==> src/rtl/pin_bridge.sv <==
// Registered pin router: synchronised, glitch-filtered inputs routed to outputs
// through a writable route table, with per-output mode and rising-edge counters.
module pin_bridge #(
    parameter int N_IN        = 8,
    parameter int N_OUT       = 8,
    parameter int SYNC_STAGES = 2,
    parameter int FILT_W      = 4,
    parameter int CNT_W       = 16,
    localparam int SW         = $clog2(N_IN),
    localparam int AW         = (N_OUT > 1) ? $clog2(N_OUT) : 1
) (
    input  logic              clk,
    input  logic              rst_n,
    input  logic [N_IN-1:0]   pin_in,
    output logic [N_OUT-1:0]  pin_out,
    input  logic [FILT_W-1:0] filt_len,
    input  logic              cfg_we,
    input  logic [AW-1:0]     cfg_addr,
    input  logic [SW+1:0]     cfg_wdata,
    input  logic              cnt_clr,
    input  logic [AW-1:0]     rd_addr,
    output logic [CNT_W-1:0]  rd_cnt
);

    localparam int NSEL = 2 ** SW;
    // Marks which select codes name a real input; all others route to constant 0.
    localparam logic [NSEL-1:0] SEL_MASK = {NSEL{1'b1}} >> (NSEL - N_IN);

    logic [N_IN-1:0]   sync_r [SYNC_STAGES];
    logic [N_IN-1:0]   filt_r;
    logic [FILT_W-1:0] fcnt_r [N_IN];
    logic [SW-1:0]     sel_r  [N_OUT];
    logic [1:0]        mode_r [N_OUT];
    logic [N_OUT-1:0]  pout_r;
    logic [CNT_W-1:0]  cnt_r  [N_OUT];

    logic [N_IN-1:0]   sync_last_s;
    logic [NSEL-1:0]   f_pad_s;
    logic [N_OUT-1:0]  out_next_s;

    assign sync_last_s = sync_r[SYNC_STAGES-1];
    assign f_pad_s     = NSEL'(filt_r);
    assign pin_out     = pout_r;

    // Synchroniser chains for the raw asynchronous pins.
    always_ff @(posedge clk or negedge rst_n) begin
        if (!rst_n) begin
            for (int k = 0; k < SYNC_STAGES; k++) begin
                sync_r[k] <= '0;
            end
        end else begin
            sync_r[0] <= pin_in;
            for (int k = 1; k < SYNC_STAGES; k++) begin
                sync_r[k] <= sync_r[k-1];
            end
        end
    end

    // Glitch filter: accept a new level once it has persisted past filt_len.
    always_ff @(posedge clk or negedge rst_n) begin
        if (!rst_n) begin
            filt_r <= '0;
            for (int i = 0; i < N_IN; i++) begin
                fcnt_r[i] <= '0;
            end
        end else begin
            for (int i = 0; i < N_IN; i++) begin
                if (sync_last_s[i] == filt_r[i]) begin
                    fcnt_r[i] <= '0;
                end else if (fcnt_r[i] == filt_len) begin
                    filt_r[i] <= sync_last_s[i];
                    fcnt_r[i] <= '0;
                end else begin
                    fcnt_r[i] <= fcnt_r[i] + FILT_W'(1);
                end
            end
        end
    end

    // Route table; out-of-range addresses match no entry and are dropped.
    always_ff @(posedge clk or negedge rst_n) begin
        if (!rst_n) begin
            for (int j = 0; j < N_OUT; j++) begin
                sel_r[j]  <= SW'(j % N_IN);
                mode_r[j] <= 2'b00;
            end
        end else begin
            for (int j = 0; j < N_OUT; j++) begin
                if (cfg_we && (cfg_addr == AW'(j))) begin
                    sel_r[j]  <= cfg_wdata[SW-1:0];
                    mode_r[j] <= cfg_wdata[SW+1:SW];
                end else begin
                    sel_r[j]  <= sel_r[j];
                    mode_r[j] <= mode_r[j];
                end
            end
        end
    end

    // Next output value per channel from its route entry.
    always_comb begin
        out_next_s = '0;
        for (int j = 0; j < N_OUT; j++) begin
            if (SEL_MASK[sel_r[j]]) begin
                case (mode_r[j])
                    2'b00:   out_next_s[j] = f_pad_s[sel_r[j]];
                    2'b01:   out_next_s[j] = ~f_pad_s[sel_r[j]];
                    2'b10:   out_next_s[j] = 1'b0;
                    2'b11:   out_next_s[j] = 1'b1;
                    default: out_next_s[j] = 1'b0;
                endcase
            end else begin
                out_next_s[j] = 1'b0;
            end
        end
    end

    // Output register plus saturating rising-edge counters; clear beats increment.
    always_ff @(posedge clk or negedge rst_n) begin
        if (!rst_n) begin
            pout_r <= '0;
            for (int j = 0; j < N_OUT; j++) begin
                cnt_r[j] <= '0;
            end
        end else begin
            pout_r <= out_next_s;
            for (int j = 0; j < N_OUT; j++) begin
                if (cnt_clr) begin
                    cnt_r[j] <= '0;
                end else if (!pout_r[j] && out_next_s[j] && (cnt_r[j] != {CNT_W{1'b1}})) begin
                    cnt_r[j] <= cnt_r[j] + CNT_W'(1);
                end else begin
                    cnt_r[j] <= cnt_r[j];
                end
            end
        end
    end

    // Counter readback mux; addresses beyond the table read as 0.
    always_comb begin
        rd_cnt = '0;
        for (int j = 0; j < N_OUT; j++) begin
            if (rd_addr == AW'(j)) begin
                rd_cnt = cnt_r[j];
            end else begin
                rd_cnt = rd_cnt;
            end
        end
    end

endmodule

==> config.mk <==
export PLATFORM = sky130hd
export DESIGN_NAME = pin_bridge
export DESIGN_NICKNAME = d
export VERILOG_FILES = /design/src/rtl/pin_bridge.sv
export SDC_FILE = /design/constraint.sdc
export NUM_CORES = 1
export LEC_CHECK = 0
export BUFFER_PORTS_ARGS = -buffer_cell sky130_fd_sc_hd__buf_4
export CORE_ASPECT_RATIO = 0.75
export CORE_UTILIZATION = 43
export DETAILED_ROUTE_END_ITERATION = 16
export MAX_ROUTING_LAYER = met4
export PLACE_DENSITY_LB_ADDON = 0.2
export SKIP_CTS_REPAIR_TIMING = 1
export SLEW_MARGIN = 25
export SYNTH_ARGS = -nofsm -noshare
export SYNTH_HDL_FRONTEND = slang
export SYNTH_SLANG_ARGS = --single-unit
==> constraint.sdc <==
create_clock -name clk -period 2.4 [get_ports clk]
set_input_delay 0.12 -clock clk [delete_from_list [all_inputs] [get_ports clk]]
set_output_delay 0.12 -clock clk [all_outputs]
set_load 0.02 [all_outputs]
==> qor.txt, run 1 <==
Detailed Route WL -> 34,700 um
PwrDens -> 860 mW/mm^2
Slowest stage delay, CP -> 0.56 ns
R2R cell count -> 9
Syn-to-layout area delta -> 19.2%
Setup TNS -> -0.000470 ns
Ys Warns -> 0
DP HPWL -> 25,000 um
Worst EP arrival -> 2.83 ns
Reg-to-Reg End -> cnt_r[27]$_DFFE_PN0P_
WS Path Type -> reg2reg
Worst setup path startpoint -> sel_r[4]$_DFFE_PN1P_
Slew @ Worst Pin -> 0.602 ns
Total GRT Usage -> 0.231
Mapped Area -> 0.0132 mm^2
Initial Util -> 0.437
Max VDD drop -> 0.588 mV
Crit-path max FO -> 20
Routed wire per std cell -> 18.5 um
Placement Setup Slack -> 0.0190 ns
Vias per cell -> 5.72
Max-slew violation count -> 0
Largest net degree at the start of global routing -> 65
Initial antenna violation count -> 1
Status -> complete, but fails checks
Syn avg cell area -> 9.83 um^2
Fin nets -> 1,495
Die Outline Area -> 0.0313 mm^2
Critical-path top delay cell -> dfstp_2
H-tree depth -> 1
Top-area cell type share of the netlist area -> 0.418
Vias in the first global route -> 10,000
Fin worst setup slack -> -0.000470 ns
Reg-to-reg startpoint -> sel_r[4]$_DFFE_PN1P_
Dominant synthesized flop cell -> dfrtp_1
CP cell instances -> buf_4 > mux2i_1 > a21oi_2 > a31oi_1 > buf_4 > o221ai_2 > buf_12 > nor4_1 > mux2_2
Top cell type by total area after synthesis -> dfrtp_1
GR Overflow Total -> 0
Worst hold slack -> 0.0371 ns
Reg2reg setup slack -> -0.0005 ns
RSZ-0062 raised after global routing -> yes
Reg clk slew, reported paths -> 0.07 ns
Fmax -> 0.417 GHz
Period minus WS final -> 2.40 ns
Worst Setup End Kind -> register
Post-synthesis cell type count -> 71
Leakage -> 6.55 nW
Pre-antenna DRT Iters -> 7
Routability cong. -> 0.875
Buffers & Inverters on Critical Path -> 3
Ant diodes -> 0
Async SR Flop Fraction -> 1.00
DRC Markers -> 0
CTS Sinks -> 232
Core footprint -> 0.0301 mm^2
Fin. Hold Viols -> 0
Setup crit end -> cnt_r[27]$_DFFE_PN0P_
Post-Syn Instances -> 1,340
Sequential area share after synthesis -> 0.442
Maxcap violations -> 0
# setup viols final -> 1
Synth top area cells -> dfrtp_1 (42%), mux2_2 (6.8%), nor2_1 (3.4%)
Levels on crit path -> 9
Tcrit/Tclk final -> 1.00
Cell family with most CP delay -> multiplexers
Root Driver -> clkbuf_16
Clk Latency, worst-skew pair -> 0.55 ns
Failing checks -> negative setup slack
Vias -> 10,700
Seq cells post-synth -> 232
HP Start -> cnt_clr
Syn Nets -> 1,383
I/O pins -> 51
Clock buffer depth -> 3
First-pass GRT wire length -> 55,700 um
HP Class -> in2reg
TritonCTS clock tree -> yes
Remaining antenna violation count -> 0
Core Rows -> 55
Slew headroom -> 0.597
DR iter-0 viols -> 908
I/O Buffers -> 50
Overall die width -> 204 um
Post-synth EDFFs -> 0
Layout cells sized above 1 -> 0.231
TritonCTS buffer count -> 27
Die Ht -> 154 um
Critical Path Most Common Cell -> buf_4
Layout Skew -> 0.0301 ns
Worst EP required -> 2.83 ns
Worst Setup Start Kind -> register
-- area by class of cell --
cell class              count  area [um^2]
well taps                 399          499
multi-input cells         999         6980
fillers                  2736        14400
repair buffers            150         1270
flip-flops and latches    232         5830
clock buffers              38          777
inverters                  42          158
clock inverters            12          191
-- worst reg2reg max path, stage by stage (launching register included) --
cell	delay [ns]
dfstp_2	0.56
buf_4	0.13
mux2i_1	0.23
a21oi_2	0.09
a31oi_1	0.18
buf_4	0.15
o221ai_2	0.12
buf_12	0.17
nor4_1	0.29
mux2_2	0.37
-- power by group --
part | switching [mW] | internal [mW] | leakage [nW]
combinational | 2.02 | 1.86 | 3.03
sequential | 0.668 | 4.49 | 3.05
clock | 1.68 | 2.79 | 0.477
total | 4.37 | 9.14 | 6.55
-- through the flow --
step / cells / total power, mW / utilization / area (um^2)
2_1_floorplan: 1340 / 7.53 / - / 13200
3_3_place_gp: 1804 / 8.88 / 0.479 / 14500
5_1_grt: 1872 / 14.2 / 0.521 / 15700
4_1_cts: 1854 / 13.5 / 0.512 / 15400
3_5_place_dp: 1804 / 8.96 / 0.479 / 14500
6_report: 1872 / 13.5 / 0.521 / 15700
-- cell usage in the layout (no fill, tap or decap), types with 12 or more instances in the layout --
| cell | Yosys | layout |
|---|---|---|
| nand4_1 | 30 | 30 |
| xor2_1 | 27 | 27 |
| a21oi_1 | 89 | 80 |
| mux4_2 | 12 | 12 |
| o31ai_1 | 22 | 22 |
| and3_1 | 30 | 30 |
| dlygate4sd3_1 | 0 | 14 |
| o21ai_0 | 67 | 66 |
| ha_1 | 16 | 16 |
| xnor2_1 | 48 | 48 |
| mux2_2 | 80 | 78 |
| mux2i_1 | 37 | 36 |
| dfstp_2 | 12 | 12 |
| inv_1 | 42 | 42 |
| or3_1 | 40 | 40 |
| buf_4 | 2 | 126 |
| nand2_1 | 83 | 83 |
| nor2_1 | 119 | 119 |
| nor3_1 | 17 | 17 |
| or4_1 | 32 | 31 |
| and4_1 | 12 | 12 |
| clkbuf_16 | 0 | 27 |
| nand3_1 | 53 | 53 |
| dfrtp_1 | 220 | 214 |
| nor2b_1 | 39 | 39 |
| a22o_1 | 20 | 20 |
-- state kept, by name, summed over array words and instances (netlist names) --
signal / cells
cnt_r: 128
f_pad_s: 8
fcnt_r: 32
mode_r: 16
pin_out: 8
sel_r: 24
sync_last_s: 8
sync_r: 8
-- Yosys cell counts, types with 3 or more instances --
master / count
dfrtp_1: 220
nor2_1: 119
a21oi_1: 89
nand2_1: 83
mux2_2: 80
o21ai_0: 67
nand3_1: 53
xnor2_1: 48
inv_1: 42
clkbuf_1: 41
or3_1: 40
nor2b_1: 39
mux2i_1: 37
or4_1: 32
and3_1: 30
nand4_1: 30
xor2_1: 27
o31ai_1: 22
a22o_1: 20
buf_2: 17
nor3_1: 17
ha_1: 16
and4_1: 12
dfstp_2: 12
mux4_2: 12
nor4_1: 12
o221ai_1: 10
or2_2: 9
a31o_2: 7
a31oi_1: 7
and2_1: 7
nand2b_1: 7
a2bb2oi_1: 6
nand3b_1: 6
buf_6: 5
o2111ai_1: 4
o211ai_1: 4
a211oi_1: 3
a21o_1: 3
nand4b_1: 3
nor3b_1: 3
-- cell families after synthesis --
kind of cell | Yosys count | synth area share
AND/OR/NAND/NOR | 509 | 0.205
XOR/XNOR | 75 | 0.0499
buffers and inverters | 109 | 0.0361
adder cells (fa/ha/maj) | 16 | 0.0152
AO/OA/AOI/OAI | 268 | 0.132
flip-flops | 232 | 0.442
multiplexers | 131 | 0.120
-- layer usage --
layer,vias up,GRT usage,wire length (um)
li1,5136,-,-
met4,0,0.0348,384
met1,5273,0.359,17500
met2,260,0.317,14500
met3,30,0.0392,2260
met5,-,-,0
-- worst min-delay path by stage --
stage | cells after the start | endpoint
floorplan | 0 | cnt_r[0]$_DFFE_PN0P_
global placement | 1 | sync_last_s[3]$_DFF_PN0_
detailed placement | 1 | sync_r[11]$_DFF_PN0_
CTS | 1 | fcnt_r[2]$_DFF_PN0_
global route | 2 | cnt_r[50]$_DFFE_PN0P_
finish | 2 | cnt_r[56]$_DFFE_PN0P_
Note: power is estimated with default switching activity, not from simulation.
==> inputs of run 2 (changes only) <==
--- a/config.mk
+++ b/config.mk
@@ -11,6 +11,7 @@
 export DETAILED_ROUTE_END_ITERATION = 16
 export MAX_ROUTING_LAYER = met4
 export PLACE_DENSITY_LB_ADDON = 0.2
+export RECOVER_POWER = 50
 export SKIP_CTS_REPAIR_TIMING = 1
 export SLEW_MARGIN = 25
 export SYNTH_ARGS = -nofsm -noshare
==> qor.txt, run 2 (same netlist as run 1, synthesis figures left out) <==
Worst EP arrival -> 2.82 ns (was 2.83 ns)
Core Rows -> 55 (unchanged)
Period minus WS final -> 2.40 ns (about the same)
Vias in the first global route -> 10,000 (unchanged)
Pre-antenna DRT Iters -> 5 (was 7)
Largest net degree at the start of global routing -> 65 (unchanged)
Reg2reg setup slack -> 0.002 ns (was -0.0005 ns)
Die Outline Area -> 0.0313 mm^2 (unchanged)
Vias -> 10,700 (about the same)
Syn-to-layout area delta -> 18.9% (was 19.2%)
Power Total -> 13.5 mW (about the same)
Initial Util -> 0.437 (unchanged)
Vias per cell -> 5.71 (was 5.72)
Setup TNS -> 0 ns (was -0.000470 ns)
Fin worst setup slack -> 0.00217 ns (was -0.000470 ns)
H-tree depth -> 1 (unchanged)
Core footprint -> 0.0301 mm^2 (unchanged)
WS Path Type -> reg2reg (unchanged)
Layout cells sized above 1 -> 0.225 (was 0.231)
TritonCTS clock tree -> yes (unchanged)
Max-slew violation count -> 0 (unchanged)
CTS Sinks -> 232 (unchanged)
TritonCTS buffer count -> 27 (unchanged)
Maxcap violations -> 0 (unchanged)
Overall die width -> 204 um (unchanged)
Initial antenna violation count -> 1 (unchanged)
R2R cell count -> 9 (unchanged)
DR iter-0 viols -> 987 (was 908)
Setup crit end -> cnt_r[27]$_DFFE_PN0P_ (unchanged)
Max VDD drop -> 0.591 mV (was 0.588 mV)
Most frequent cells in the layout -> dfrtp_1 (214), nor2_1 (119), buf_4 (117) (was dfrtp_1 (214), buf_4 (126), nor2_1 (119))
Total GRT Usage -> 0.231 (unchanged)
Root Driver -> clkbuf_16 (unchanged)
Largest reg by FF count -> cnt_r (unchanged)
I/O pins -> 51 (unchanged)
Fin. Hold Viols -> 0 (unchanged)
Worst Setup End Kind -> register (unchanged)
Regs by FF count -> cnt_r x128, fcnt_r x32, sel_r x24 (unchanged)
Fmax -> 0.417 GHz (about the same)
Commonest non-fill, non-tap cell in the layout -> dfrtp_1 (unchanged)
Reg clk slew, reported paths -> 0.06 ns (was 0.07 ns)
Reg-to-Reg End -> cnt_r[27]$_DFFE_PN0P_ (unchanged)
Storage cell area -> 0.00583 mm^2 (unchanged)
RSZ-0062 raised after global routing -> yes (unchanged)
Remaining antenna violation count -> 0 (unchanged)
Reg-to-reg startpoint -> sel_r[4]$_DFFE_PN1P_ (unchanged)
I/O Buffers -> 50 (unchanged)
# setup viols final -> 0 (was 1)
Placement Setup Slack -> 0.0190 ns (unchanged)
Die Ht -> 154 um (unchanged)
Worst setup path startpoint -> sel_r[4]$_DFFE_PN1P_ (unchanged)
Ant diodes -> 0 (unchanged)
HP Class -> in2reg (unchanged)
DRC Markers -> 0 (unchanged)
First-pass GRT wire length -> 55,700 um (unchanged)
Worst Setup Start Kind -> register (unchanged)
Detailed Route WL -> 34,700 um (about the same)
Clk Latency, worst-skew pair -> 0.56 ns (was 0.55 ns)
Worst EP required -> 2.83 ns (about the same)
Clock buffer depth -> 3 (unchanged)
Routability cong. -> 0.875 (unchanged)
HP Start -> cnt_clr (unchanged)
Fin nets -> 1,495 (unchanged)
Slew @ Worst Pin -> 1.15 ns (was 0.602 ns)
Filler cells -> 2,742 (was 2,736)
Crit-path max FO -> 20 (unchanged)
Status -> completed (was complete, but fails checks)
PwrDens -> 861 mW/mm^2 (was 860 mW/mm^2)
Layout Skew -> 0.0298 ns (was 0.0301 ns)
Tcrit/Tclk final -> 0.999 (was 1.00)
Leakage -> 6.54 nW (was 6.55 nW)
Slew headroom -> 0.235 (was 0.597)
DP HPWL -> 25,000 um (unchanged)
GR Overflow Total -> 0 (unchanged)
Largest register FFs -> 128 (unchanged)
Routed wire per std cell -> 18.5 um (about the same)
Area of the multi-input gates -> 0.00698 mm^2 (unchanged)
## run 2: cell types whose count changed in the layout (fill, tap and decap cells not counted), sizes merged
| cell | before | now |
|---|---|---|
| clkbuf | 38 | 50 |
| buf | 136 | 124 |
## run 2: worst min-delay path by stage
stage,endpoint,slack (ns),depth (start not counted)
2_1_floorplan,cnt_r[0]$_DFFE_PN0P_,-0.18,0
3_3_place_gp,sync_last_s[3]$_DFF_PN0_,0.05,1
3_5_place_dp,sync_r[11]$_DFF_PN0_,0.04,1
4_1_cts,fcnt_r[2]$_DFF_PN0_,-0.55,1
5_1_grt,cnt_r[50]$_DFFE_PN0P_,0.04,2
6_report,cnt_r[56]$_DFFE_PN0P_,0.04,2
## run 2: final cells by class
class	count	area share
Multi-Input combinational cell	999	0.445
Sequential cell	232	0.372
Timing Repair Buffer	150	0.0788
Clock buffer	38	0.0496
Tap cell	399	0.0319
Clock inverter	12	0.0122
Inverter	42	0.0101
## run 2: through the flow
step / area [um^2] / util / instances / hold slack, ns
floorplan: 13200 / - / 1340 / -0.176
global route: 15700 / 0.520 / 1872 / 0.0445
finish: 15700 / 0.520 / 1872 / 0.0387
global placement: 14500 / 0.479 / 1804 / 0.0458
CTS: 15400 / 0.512 / 1854 / -0.545
detailed placement: 14500 / 0.479 / 1804 / 0.0447
## run 2: critical path: stages, from the launching register on
cell and delay [ns]:
dfstp_2 0.56, buf_4 0.13, mux2i_1 0.23, a2bb2oi_1 0.12, a31oi_1 0.16, buf_4 0.15
o221ai_2 0.12, buf_12 0.17, nor4_1 0.28, mux2_2 0.37
## run 2: report_power, final
group          total [mW]  leakage [nW]  switching (mW)  internal (mW)
sequential           5.15          3.04           0.668           4.48
combinational        3.87          3.02            2.02           1.85
clock                4.48         0.477            1.69           2.79
## run 2: routing by layer
layer,global-route usage,share of wire,vias to the layer above
met1,0.359,0.51,5292
met5,-,0,-
met4,0.0348,0.011,0
met3,0.0392,0.063,32
met2,0.317,0.42,231
li1,-,-,5128
==> inputs of run 3 (changes only) <==
--- a/config.mk
+++ b/config.mk
@@ -8,10 +8,13 @@
 export BUFFER_PORTS_ARGS = -buffer_cell sky130_fd_sc_hd__buf_4
 export CORE_ASPECT_RATIO = 0.75
 export CORE_UTILIZATION = 43
+export CTS_CLUSTER_SIZE = 8
 export DETAILED_ROUTE_END_ITERATION = 16
+export GPL_TIMING_DRIVEN = 0
 export MAX_ROUTING_LAYER = met4
 export PLACE_DENSITY_LB_ADDON = 0.2
 export RECOVER_POWER = 50
+export SETUP_SLACK_MARGIN = 0.2
 export SKIP_CTS_REPAIR_TIMING = 1
 export SLEW_MARGIN = 25
 export SYNTH_ARGS = -nofsm -noshare
==> qor.txt, run 3 (same netlist as run 1, synthesis figures left out) <==
GR Overflow Total -> 0 (unchanged)
Reg clk slew, reported paths -> 0.05 ns (was 0.06 ns)
Largest reg by FF count -> cnt_r (unchanged)
Largest register FFs -> 128 (unchanged)
Crit-path max FO -> 5 (was 20)
Detailed Route WL -> 41,300 um (was 34,700 um)
Storage cell area -> 0.00583 mm^2 (unchanged)
Status -> complete, but fails checks (was completed)
Slew @ Worst Pin -> 1.82 ns (was 1.15 ns)
Worst Setup End Kind -> register (unchanged)
Vias -> 11,400 (was 10,700)
Root Driver -> clkbuf_16 (unchanged)
Fin nets -> 1,550 (was 1,495)
Die Outline Area -> 0.0313 mm^2 (unchanged)
Reg2reg setup slack -> -0.02 ns (was 0.002 ns)
Maxcap violations -> 1 (was 0)
First-pass GRT wire length -> 58,800 um (was 55,700 um)
CTS Sinks -> 232 (unchanged)
Layout Skew -> 0.0182 ns (was 0.0298 ns)
Regs by FF count -> cnt_r x128, fcnt_r x32, sel_r x24 (unchanged)
HP Class -> in2reg (unchanged)
Commonest non-fill, non-tap cell in the layout -> dfrtp_1 (unchanged)
Worst Setup Start Kind -> register (unchanged)
Core footprint -> 0.0301 mm^2 (unchanged)
Fin. Hold Viols -> 0 (unchanged)
Most frequent cells in the layout -> dfrtp_1 (214), nor2_1 (116), nand2_1 (79) (was dfrtp_1 (214), nor2_1 (119), buf_4 (117))
Syn-to-layout area delta -> 32.2% (was 18.9%)
Slew headroom -> -0.215 (was 0.235)
Power Total -> 15.6 mW (was 13.5 mW)
I/O pins -> 51 (unchanged)
I/O Buffers -> 45 (was 50)
DR iter-0 viols -> 1,175 (was 987)
Clk Latency, worst-skew pair -> 0.52 ns (was 0.56 ns)
Worst EP arrival -> 2.81 ns (was 2.82 ns)
Tcrit/Tclk final -> 1.01 (was 0.999)
Met3 Usage GRT -> 0.0509 (was 0.0392)
DP HPWL -> 27,400 um (was 25,000 um)
Die Ht -> 154 um (unchanged)
Hold Path Stages -> 3 (was 2)
Vias per cell -> 5.97 (was 5.71)
R2R cell count -> 8 (was 9)
H-tree depth -> 2 (was 1)
Total GRT Usage -> 0.250 (was 0.231)
Area of the multi-input gates -> 0.00830 mm^2 (was 0.00698 mm^2)
Failing checks -> max-capacitance violations, max-slew violations, negative setup slack
PwrDens -> 895 mW/mm^2 (was 861 mW/mm^2)
TritonCTS clock tree -> yes (unchanged)
Leakage -> 7.06 nW (was 6.54 nW)
RSZ-0062 raised after global routing -> yes (unchanged)
Global Route met2 Usage -> 0.339 (was 0.317)
Fmax -> 0.413 GHz (was 0.417 GHz)
Util after Layout -> 0.578 (was 0.520)
Fin worst setup slack -> -0.0195 ns (was 0.00217 ns)
Core Rows -> 55 (unchanged)
Filler cells -> 2,538 (was 2,742)
HP Start -> cfg_addr[1] (was cnt_clr)
Max-slew violation count -> 65 (was 0)
Vias in the first global route -> 10,100 (was 10,000)
Reg-to-reg startpoint -> sel_r[4]$_DFFE_PN1P_ (unchanged)
Initial antenna violation count -> 0 (was 1)
Reg-to-Reg End -> cnt_r[27]$_DFFE_PN0P_ (unchanged)
Routed wire per std cell -> 21.5 um (was 18.5 um)
Clock buffer depth -> 3 (unchanged)
Overall die width -> 204 um (unchanged)
Hold Crit Endpoint -> mode_r[12]$_DFFE_PN0P_ (was cnt_r[56]$_DFFE_PN0P_)
Remaining antenna violation count -> 0 (unchanged)
Most used routing layer -> met1 (unchanged)
Met1 usage -> 0.373 (was 0.359)
Setup TNS -> -0.0195 ns (was 0 ns)
Worst hold slack -> 0.0213 ns (was 0.0387 ns)
Worst EP required -> 2.80 ns (was 2.83 ns)
Initial Util -> 0.437 (unchanged)
DRC Markers -> 0 (unchanged)
Period minus WS final -> 2.42 ns (was 2.40 ns)
Max VDD drop -> 0.467 mV (was 0.591 mV)
# setup viols final -> 1 (was 0)
Layout cells sized above 1 -> 0.326 (was 0.225)
Pre-antenna DRT Iters -> 5 (unchanged)
Worst setup path startpoint -> sel_r[4]$_DFFE_PN1P_ (unchanged)
Largest net degree at the start of global routing -> 87 (was 65)
TritonCTS buffer count -> 34 (was 27)
WS Path Type -> reg2reg (unchanged)
Routability cong. -> 0.970 (was 0.875)
Ant diodes -> 0 (unchanged)
## run 3: cell types whose count changed in the layout (fill, tap and decap cells not counted), sizes merged
cell	change
clkinvlp	-1
bufinv	-5
dlygate4sd3	+1
inv	-1
o221ai	+1
clkinv	-5
mux2i	+1
clkbuf	+56
## run 3: stage by stage
stage | instance area, um^2 | std cells | setup WS, ns
6_report | 17400 | 1919 | -0.0195
2_1_floorplan | 13200 | 1340 | 0.113
3_5_place_dp | 14100 | 1786 | -0.321
3_3_place_gp | 14100 | 1784 | -0.733
5_1_grt | 17400 | 1919 | -0.0821
4_1_cts | 15100 | 1835 | -0.308
## run 3: how the worst max path moves through the flow
stage / endpoint / cells after the start
global route: cnt_r[27]$_DFFE_PN0P_ / 8
CTS: cnt_r[22]$_DFFE_PN0P_ / 8
global placement: cnt_r[29]$_DFFE_PN0P_ / 1
finish: cnt_r[27]$_DFFE_PN0P_ / 8
floorplan: cnt_r[61]$_DFFE_PN0P_ / 8
detailed placement: cnt_r[22]$_DFFE_PN0P_ / 8
## run 3: area by class of cell
class	count	area share
inverters	42	0.00934
flip-flops and latches	232	0.335
plain buffers	67	0.0261
well taps	399	0.0287
repair buffers	129	0.0692
clock buffers	49	0.0557
multi-input cells	1001	0.476
## run 3: critical path, stage by stage (launching register included)
cell and delay, ns:
dfstp_2 0.52, buf_6 0.11, mux2_4 0.31, a2bb2oi_4 0.15
a31oi_4 0.26, buf_6 0.16, o221ai_4 0.13, nor4_2 0.29
mux2_2 0.37
## run 3: power by group
| part | total, mW | leakage, nW | internal, mW | switching, mW |
|---|---|---|---|---|
| sequential | 5.09 | 3.04 | 4.48 | 0.605 |
| combinational | 6.00 | 3.55 | 2.94 | 3.06 |
| clock | 4.50 | 0.470 | 2.76 | 1.74 |
## run 3: per-layer routing
metal / wire length (um) / vias up
li1: - / 5236
met1: 19700 / 5783
met2: 18000 / 364
met3: 2940 / 64
met4: 780 / 0
met5: 0 / -
